===== src/rtl/wb_serial_master.sv =====
// -----------------------------------------------------------------------------
// wb_serial_master
//
// Wishbone classic master driven by a UART byte stream. A host sends
//   read : 0x01 A3 A2 A1 A0
//   write: 0x02 A3 A2 A1 A0 D3 D2 D1 D0      (all fields MSB first)
// and the block runs one 32-bit single Wishbone cycle. The response is
//   read : D3 D2 D1 D0 status
//   write: status
// where status is 0xAA on ack and 0xEE on err (or timeout).
//
// Optional feature: define WB_SERIAL_MASTER_TIMEOUT_EN to abort a bus cycle
// after timeout_cycles clocks without ack/err. When the macro is undefined,
// the bus phase waits forever and the timeout counter does not exist.
//
// Ports:
//   clk, reset            clock, asynchronous active-high reset
//   rx_data, rx_valid     received byte and its one-cycle strobe
//   tx_data, tx_valid     response byte, held until tx_ready accepts it
//   tx_ready              transmitter ready
//   wb_*                  Wishbone classic master port (sel fixed at 4'hF)
//   busy                  high whenever the FSM is not idle
// -----------------------------------------------------------------------------
module wb_serial_master #(
   parameter int timeout_cycles = 255   // legal range 1..65535
) (
   input  logic        clk,
   input  logic        reset,
   input  logic [7:0]  rx_data,
   input  logic        rx_valid,
   output logic [7:0]  tx_data,
   output logic        tx_valid,
   input  logic        tx_ready,
   output logic [31:0] wb_adr_o,
   output logic [31:0] wb_dat_o,
   input  logic [31:0] wb_dat_i,
   output logic [3:0]  wb_sel_o,
   output logic        wb_we_o,
   output logic        wb_cyc_o,
   output logic        wb_stb_o,
   input  logic        wb_ack_i,
   input  logic        wb_err_i,
   output logic        busy
);

   typedef enum logic [2:0] {
      IDLE  = 3'd0,
      ADDR  = 3'd1,
      WDATA = 3'd2,
      BUS   = 3'd3,
      RESP  = 3'd4
   } state_t;

   localparam logic [7:0] CMD_READ   = 8'h01;
   localparam logic [7:0] CMD_WRITE  = 8'h02;
   localparam logic [7:0] STATUS_OK  = 8'hAA;
   localparam logic [7:0] STATUS_ERR = 8'hEE;

   state_t      state_reg;
   logic [2:0]  byte_cnt_reg;   // field byte index in ADDR/WDATA, response index in RESP
   logic [31:0] adr_reg;
   logic [31:0] dat_reg;
   logic        we_reg;
   logic        cyc_reg;
   logic [7:0]  status_reg;
   logic [7:0]  tx_data_reg;
   logic        tx_valid_reg;

   logic        bus_done;       // bus phase ends this cycle
   logic        bus_fail;       // ...and ends with error status
   logic [31:0] cap_data;       // data register value after the bus phase
   logic [7:0]  status_next;
   logic [2:0]  resp_idx_next;
   logic [7:0]  resp_byte_next;

`ifdef WB_SERIAL_MASTER_TIMEOUT_EN
   localparam logic [15:0] TIMEOUT_LIMIT = 16'(timeout_cycles);
   logic [15:0] timeout_cnt_reg;
   logic        timeout_hit;
   // Counter holds the number of BUS cycles already completed; the cycle in
   // which it would reach the limit is the last one with cyc/stb high.
   assign timeout_hit = ((timeout_cnt_reg + 16'd1) == TIMEOUT_LIMIT);
`endif

   // Completion decode: err beats ack, and any ack/err beats the timeout.
   always_comb begin
      bus_done = wb_ack_i | wb_err_i;
      bus_fail = wb_err_i;
`ifdef WB_SERIAL_MASTER_TIMEOUT_EN
      if (timeout_hit && !wb_ack_i && !wb_err_i) begin
         bus_done = 1'b1;
         bus_fail = 1'b1;
      end
`endif
      if (bus_fail)
         cap_data = 32'h0;
      else if (we_reg)
         cap_data = dat_reg;
      else
         cap_data = wb_dat_i;
      status_next = bus_fail ? STATUS_ERR : STATUS_OK;
   end

   // Next response byte: indices 0..3 walk the data MSB first, 4 is status.
   always_comb begin
      resp_idx_next = byte_cnt_reg + 3'd1;
      case (resp_idx_next)
         3'd0:    resp_byte_next = dat_reg[31:24];
         3'd1:    resp_byte_next = dat_reg[23:16];
         3'd2:    resp_byte_next = dat_reg[15:8];
         3'd3:    resp_byte_next = dat_reg[7:0];
         default: resp_byte_next = status_reg;
      endcase
   end

   always_ff @(posedge clk or posedge reset) begin
      if (reset) begin
         state_reg    <= IDLE;
         byte_cnt_reg <= 3'd0;
         adr_reg      <= 32'h0;
         dat_reg      <= 32'h0;
         we_reg       <= 1'b0;
         cyc_reg      <= 1'b0;
         status_reg   <= 8'h0;
         tx_data_reg  <= 8'h0;
         tx_valid_reg <= 1'b0;
`ifdef WB_SERIAL_MASTER_TIMEOUT_EN
         timeout_cnt_reg <= 16'h0;
`endif
      end else begin
`ifdef WB_SERIAL_MASTER_TIMEOUT_EN
         // Held at zero outside BUS, so it is clear on every BUS entry.
         timeout_cnt_reg <= 16'h0;
`endif
         case (state_reg)
            IDLE: begin
               if (rx_valid && (rx_data == CMD_READ || rx_data == CMD_WRITE)) begin
                  we_reg       <= rx_data[1];
                  byte_cnt_reg <= 3'd0;
                  state_reg    <= ADDR;
               end
            end

            ADDR: begin
               if (rx_valid) begin
                  adr_reg <= {adr_reg[23:0], rx_data};
                  if (byte_cnt_reg == 3'd3) begin
                     byte_cnt_reg <= 3'd0;
                     if (we_reg) begin
                        state_reg <= WDATA;
                     end else begin
                        state_reg <= BUS;
                        cyc_reg   <= 1'b1;
                     end
                  end else begin
                     byte_cnt_reg <= byte_cnt_reg + 3'd1;
                  end
               end
            end

            WDATA: begin
               if (rx_valid) begin
                  dat_reg <= {dat_reg[23:0], rx_data};
                  if (byte_cnt_reg == 3'd3) begin
                     byte_cnt_reg <= 3'd0;
                     state_reg    <= BUS;
                     cyc_reg      <= 1'b1;
                  end else begin
                     byte_cnt_reg <= byte_cnt_reg + 3'd1;
                  end
               end
            end

            BUS: begin
`ifdef WB_SERIAL_MASTER_TIMEOUT_EN
               timeout_cnt_reg <= timeout_cnt_reg + 16'd1;
`endif
               if (bus_done) begin
                  cyc_reg      <= 1'b0;
                  status_reg   <= status_next;
                  dat_reg      <= cap_data;
                  tx_valid_reg <= 1'b1;
                  state_reg    <= RESP;
                  // A write answers with the status byte only, so it starts
                  // at the status index.
                  if (we_reg) begin
                     byte_cnt_reg <= 3'd4;
                     tx_data_reg  <= status_next;
                  end else begin
                     byte_cnt_reg <= 3'd0;
                     tx_data_reg  <= cap_data[31:24];
                  end
               end
            end

            RESP: begin
               // tx_valid is always high here, so tx_ready alone is the accept.
               if (tx_ready) begin
                  if (byte_cnt_reg == 3'd4) begin
                     tx_valid_reg <= 1'b0;
                     byte_cnt_reg <= 3'd0;
                     state_reg    <= IDLE;
                  end else begin
                     byte_cnt_reg <= resp_idx_next;
                     tx_data_reg  <= resp_byte_next;
                  end
               end
            end

            default: begin
               state_reg <= IDLE;
            end
         endcase
      end
   end

   assign tx_data  = tx_data_reg;
   assign tx_valid = tx_valid_reg;
   assign wb_adr_o = adr_reg;
   assign wb_dat_o = dat_reg;
   assign wb_sel_o = 4'hF;
   assign wb_we_o  = we_reg;
   assign wb_cyc_o = cyc_reg;
   assign wb_stb_o = cyc_reg;
   assign busy     = (state_reg != IDLE);

endmodule


===== config.mk =====
export PLATFORM = sky130hd
export DESIGN_NAME = wb_serial_master
export DESIGN_NICKNAME = d
export VERILOG_FILES = /design/src/rtl/wb_serial_master.sv
export SDC_FILE = /design/constraint.sdc
export NUM_CORES = 1
export LEC_CHECK = 0
export ABC_AREA = 0
export BUFFER_PORTS_ARGS = -buffer_cell sky130_fd_sc_hd__clkbuf_2
export CORE_ASPECT_RATIO = 0.75
export CORE_MARGIN = 1
export CORE_UTILIZATION = 52
export DETAILED_ROUTE_END_ITERATION = 12
export GPL_ROUTABILITY_DRIVEN = 1
export HOLD_SLACK_MARGIN = 0.15
export PLACE_DENSITY = 0.8
export SYNTH_ARGS = -nofsm -noshare
export SYNTH_HDL_FRONTEND = slang
export SYNTH_SLANG_ARGS = --single-unit

===== constraint.sdc =====
create_clock -name clk -period 3.2 [get_ports clk]
set_clock_uncertainty 0.2 [all_clocks]
set_input_delay 0.48 -clock clk [delete_from_list [all_inputs] [get_ports clk]]
set_output_delay 0.48 -clock clk [all_outputs]
set_load 0.02 [all_outputs]

==> results.toml <==
[hold_path]
min_path_type = "primary input to flip-flop"
min_to = "wb_dat_o[2]$_DFFE_PP0P_"
min_from = "wb_dat_i[2]"
hold_depth = 3

[worst_setup_path]
required_ps = 3250
timing.rr.end = "tx_data[2]$_DFFE_PP0P_"
slowest_stage = "o41ai_4"
worstReg2RegStart = "byte_cnt_reg[0]$_DFFE_PP0P_"
path_cells = "inv_1 > ha_1 > o41ai_4 > o32ai_1 > mux2_2"
critPathKind = "flip-flop to flip-flop"
start_kind = "flip-flop"
rrSetupSlack_ps = 620
arrival_ps = 2630
r2r_cells = 5
crit_fanout = 14
max_stage_delay_ps = 800
cp-end-kind = "flip-flop"

[place]
post-place-ws_ps = 656
place_congestion = 0.888
io_buffers = 122
dpl_cell_area_um2 = 4990
dp_hpwl_um = 8130

[logic_synthesis]
ys_async_sr_fraction = 1.00
synth_edf_count = 0
ys_seq_area_frac = 0.473
synth_xor_area_frac = 0.00399
synth_cells = 420
syn_area_um2 = 4390
synth_top_area_share = 0.473
ys_top_cells_by_count = "83 x dfrtp_1, 38 x mux2_2, 36 x nor2_1, 35 x nand2_1, 27 x nand3_1"
synth_compound_area_frac = 0.179
ys.flop_type = "dfrtp_1"
synth_area_leaders = "dfrtp_1 47%, mux2_2 9.8%, a31oi_1 3.6%"
synth_most_common_cell = "dfrtp_1"
yosys.area_share.adder = 0.0200
avgSynthCellArea_um2 = 10.4
synth_top_family_by_area = "compound AO/OA/AOI/OAI gates"
ys_types = 58
yosysWarnings = 0
synth_simple_gate_area_frac = 0.153
yosys.area.top_type = "dfrtp_1"
ys_seq_elements = 83
yosys-mux-area-fraction = 0.107

[timing]
worst_pin_slew_ps = 737
drv_slew = 0
max_slew_margin = 0.507
timing.hold.ws_ps = 164
final_hold_viol_count = 0
min_period_ps = 2580
setup_violations = 0
fmax_mhz = 388
grt_setup_unrepaired = "no"
fin_crit_sh = 0.806
tns_ps = 0
setup_slack_ps = 621

[clock_network]
root_buffer = "clkbuf_8"
cts_buffers = 9
cts_tree = "done"
clock_path_buffers = 2
htree_levels = 3
path_clk_slew_ps = 90
clock_sinks = 83
clock_latency_ps = 360
cts_setup_buffers = 0

[status]
status = "complete, no violations"

[pwr]
clkPwrFrac = 0.149
peakVddDrop_v = 0.000691
power.share.combinational = 0.487
intPower_w = 0.00318
power_density_nw_per_um2 = 1120
power.leakage_nw = 2.47
p_seq_frac = 0.364
switching_share = 0.456
p_switching_w = 0.00266

[final_layout]
diodes = 0
areaGrowthSynthToFinish_pct = 19.3
final_layout_size_suffix_gt1_frac = 0.378
finalNetCount = 583
finalInstanceArea_um2 = 5240

[floorplan]
pin_count = 127
rows = 28
dieHeight_um = 81.5
die_w_um = 108
core_region_area_um2 = 8020
die-area_um2 = 8810
start_util = 0.547

[global_route]
grtUsageTotal = 0.272
overflow = 0
grt_pass1_vias = 3585
grt_max_degree = 55
grt_pass1_wl_um = 18200
antenna_found_initial = 0

[detailed_routing]
wl_um = 11500
antenna_left = 0
num_vias = 3818
drtIter0Drc = 293
wire_per_inst_um = 18.0
drc = 0
dr.pass1.iters = 5
via_per_inst = 5.97

[run]
drv_cap = 0
==> worst max-delay path by stage <==
| stage | from | endpoint | slack (ps) |
|---|---|---|---|
| finish | byte_cnt_reg[0]$_DFFE_PP0P_ | tx_data[2]$_DFFE_PP0P_ | 620 |
| detailed placement | byte_cnt_reg[0]$_DFFE_PP0P_ | tx_data[2]$_DFFE_PP0P_ | 660 |
| global placement | byte_cnt_reg[0]$_DFFE_PP0P_ | tx_data[6]$_DFFE_PP0P_ | 760 |
| CTS | byte_cnt_reg[0]$_DFFE_PP0P_ | tx_data[2]$_DFFE_PP0P_ | 650 |
| global route | byte_cnt_reg[0]$_DFFE_PP0P_ | tx_data[2]$_DFFE_PP0P_ | 470 |
| floorplan | reset | byte_cnt_reg[0]$_DFFE_PP0P_ | 380 |
==> logic make-up after synthesis <==
logic type | count (synthesis)
simple gates | 133
compound gates | 101
flops | 83
buf+inv | 51
mux | 42
fa+ha+maj | 7
xor+xnor | 2
other cells | 1
==> stage by stage <==
step / std cells / power [W] / util
after floorplan: 423 / 0.00407 / -
after global placement: 622 / 0.00486 / 0.621
after detailed placement: 622 / 0.00497 / 0.621
after CTS: 640 / 0.00585 / 0.653
after global routing: 640 / 0.00621 / 0.653
final: 640 / 0.00584 / 0.653
==> power by group through the flow <==
stage	Sequential [W]	Combinational (W)	Clock [W]
after floorplan	0.00251	0.00156	0
after global placement	0.00210	0.00276	0
after detailed placement	0.00213	0.00284	0
after CTS	0.00212	0.00285	0.000885
after global routing	0.00220	0.00309	0.000929
final	0.00212	0.00284	0.000872
==> critical path, delay by kind of cell (launching register included) <==
kind / cells / cell delay (ps)
mux: 1 / 290
fa+ha+maj: 1 / 450
compound gates: 2 / 980
buf+inv: 1 / 90
flops: 1 / 450
==> what timing repair did <==
action / in CTS / in global routing
hold buffers: 2 / 0
resized for setup: 0 / 0
endpoints found under the setup margin: 0 / 0
hold endpoints to repair: 25 / 0
==> metal layers <==
metal	vias up	GRT usage	part of all wire
met3	21	0.0738	0.087
met4	0	0.0890	0.015
met1	1865	0.364	0.43
met5	-	0	0
li1	1744	-	-
met2	188	0.430	0.47
==> layout make-up <==
class | count | area (um^2)
timing repair buffer | 132 | 691
sequential | 83 | 2080
tap | 105 | 131
multi-input combinational | 289 | 2050
clock buffer | 9 | 124
clock inverter | 7 | 105
inverter | 15 | 57.6
fill | 660 | 2790
==> cells in the final DEF (no fill, tap or decap), types with 4 or more instances in the layout <==
master	instances
clkbuf_2	122
dfrtp_1	83
mux2_2	38
nand2_1	35
nor2_1	34
nand3_1	27
a31oi_1	25
a21oi_1	15
inv_1	14
o21ai_0	10
clkbuf_8	9
a22o_1	8
a221oi_1	8
buf_4	8
and3_1	7
o22ai_1	7
ha_1	7
nor3_1	6
nand2b_1	4
mux2i_1	4
o32a_1	4
conb_1	4
Power figures use the tool's default switching activity.
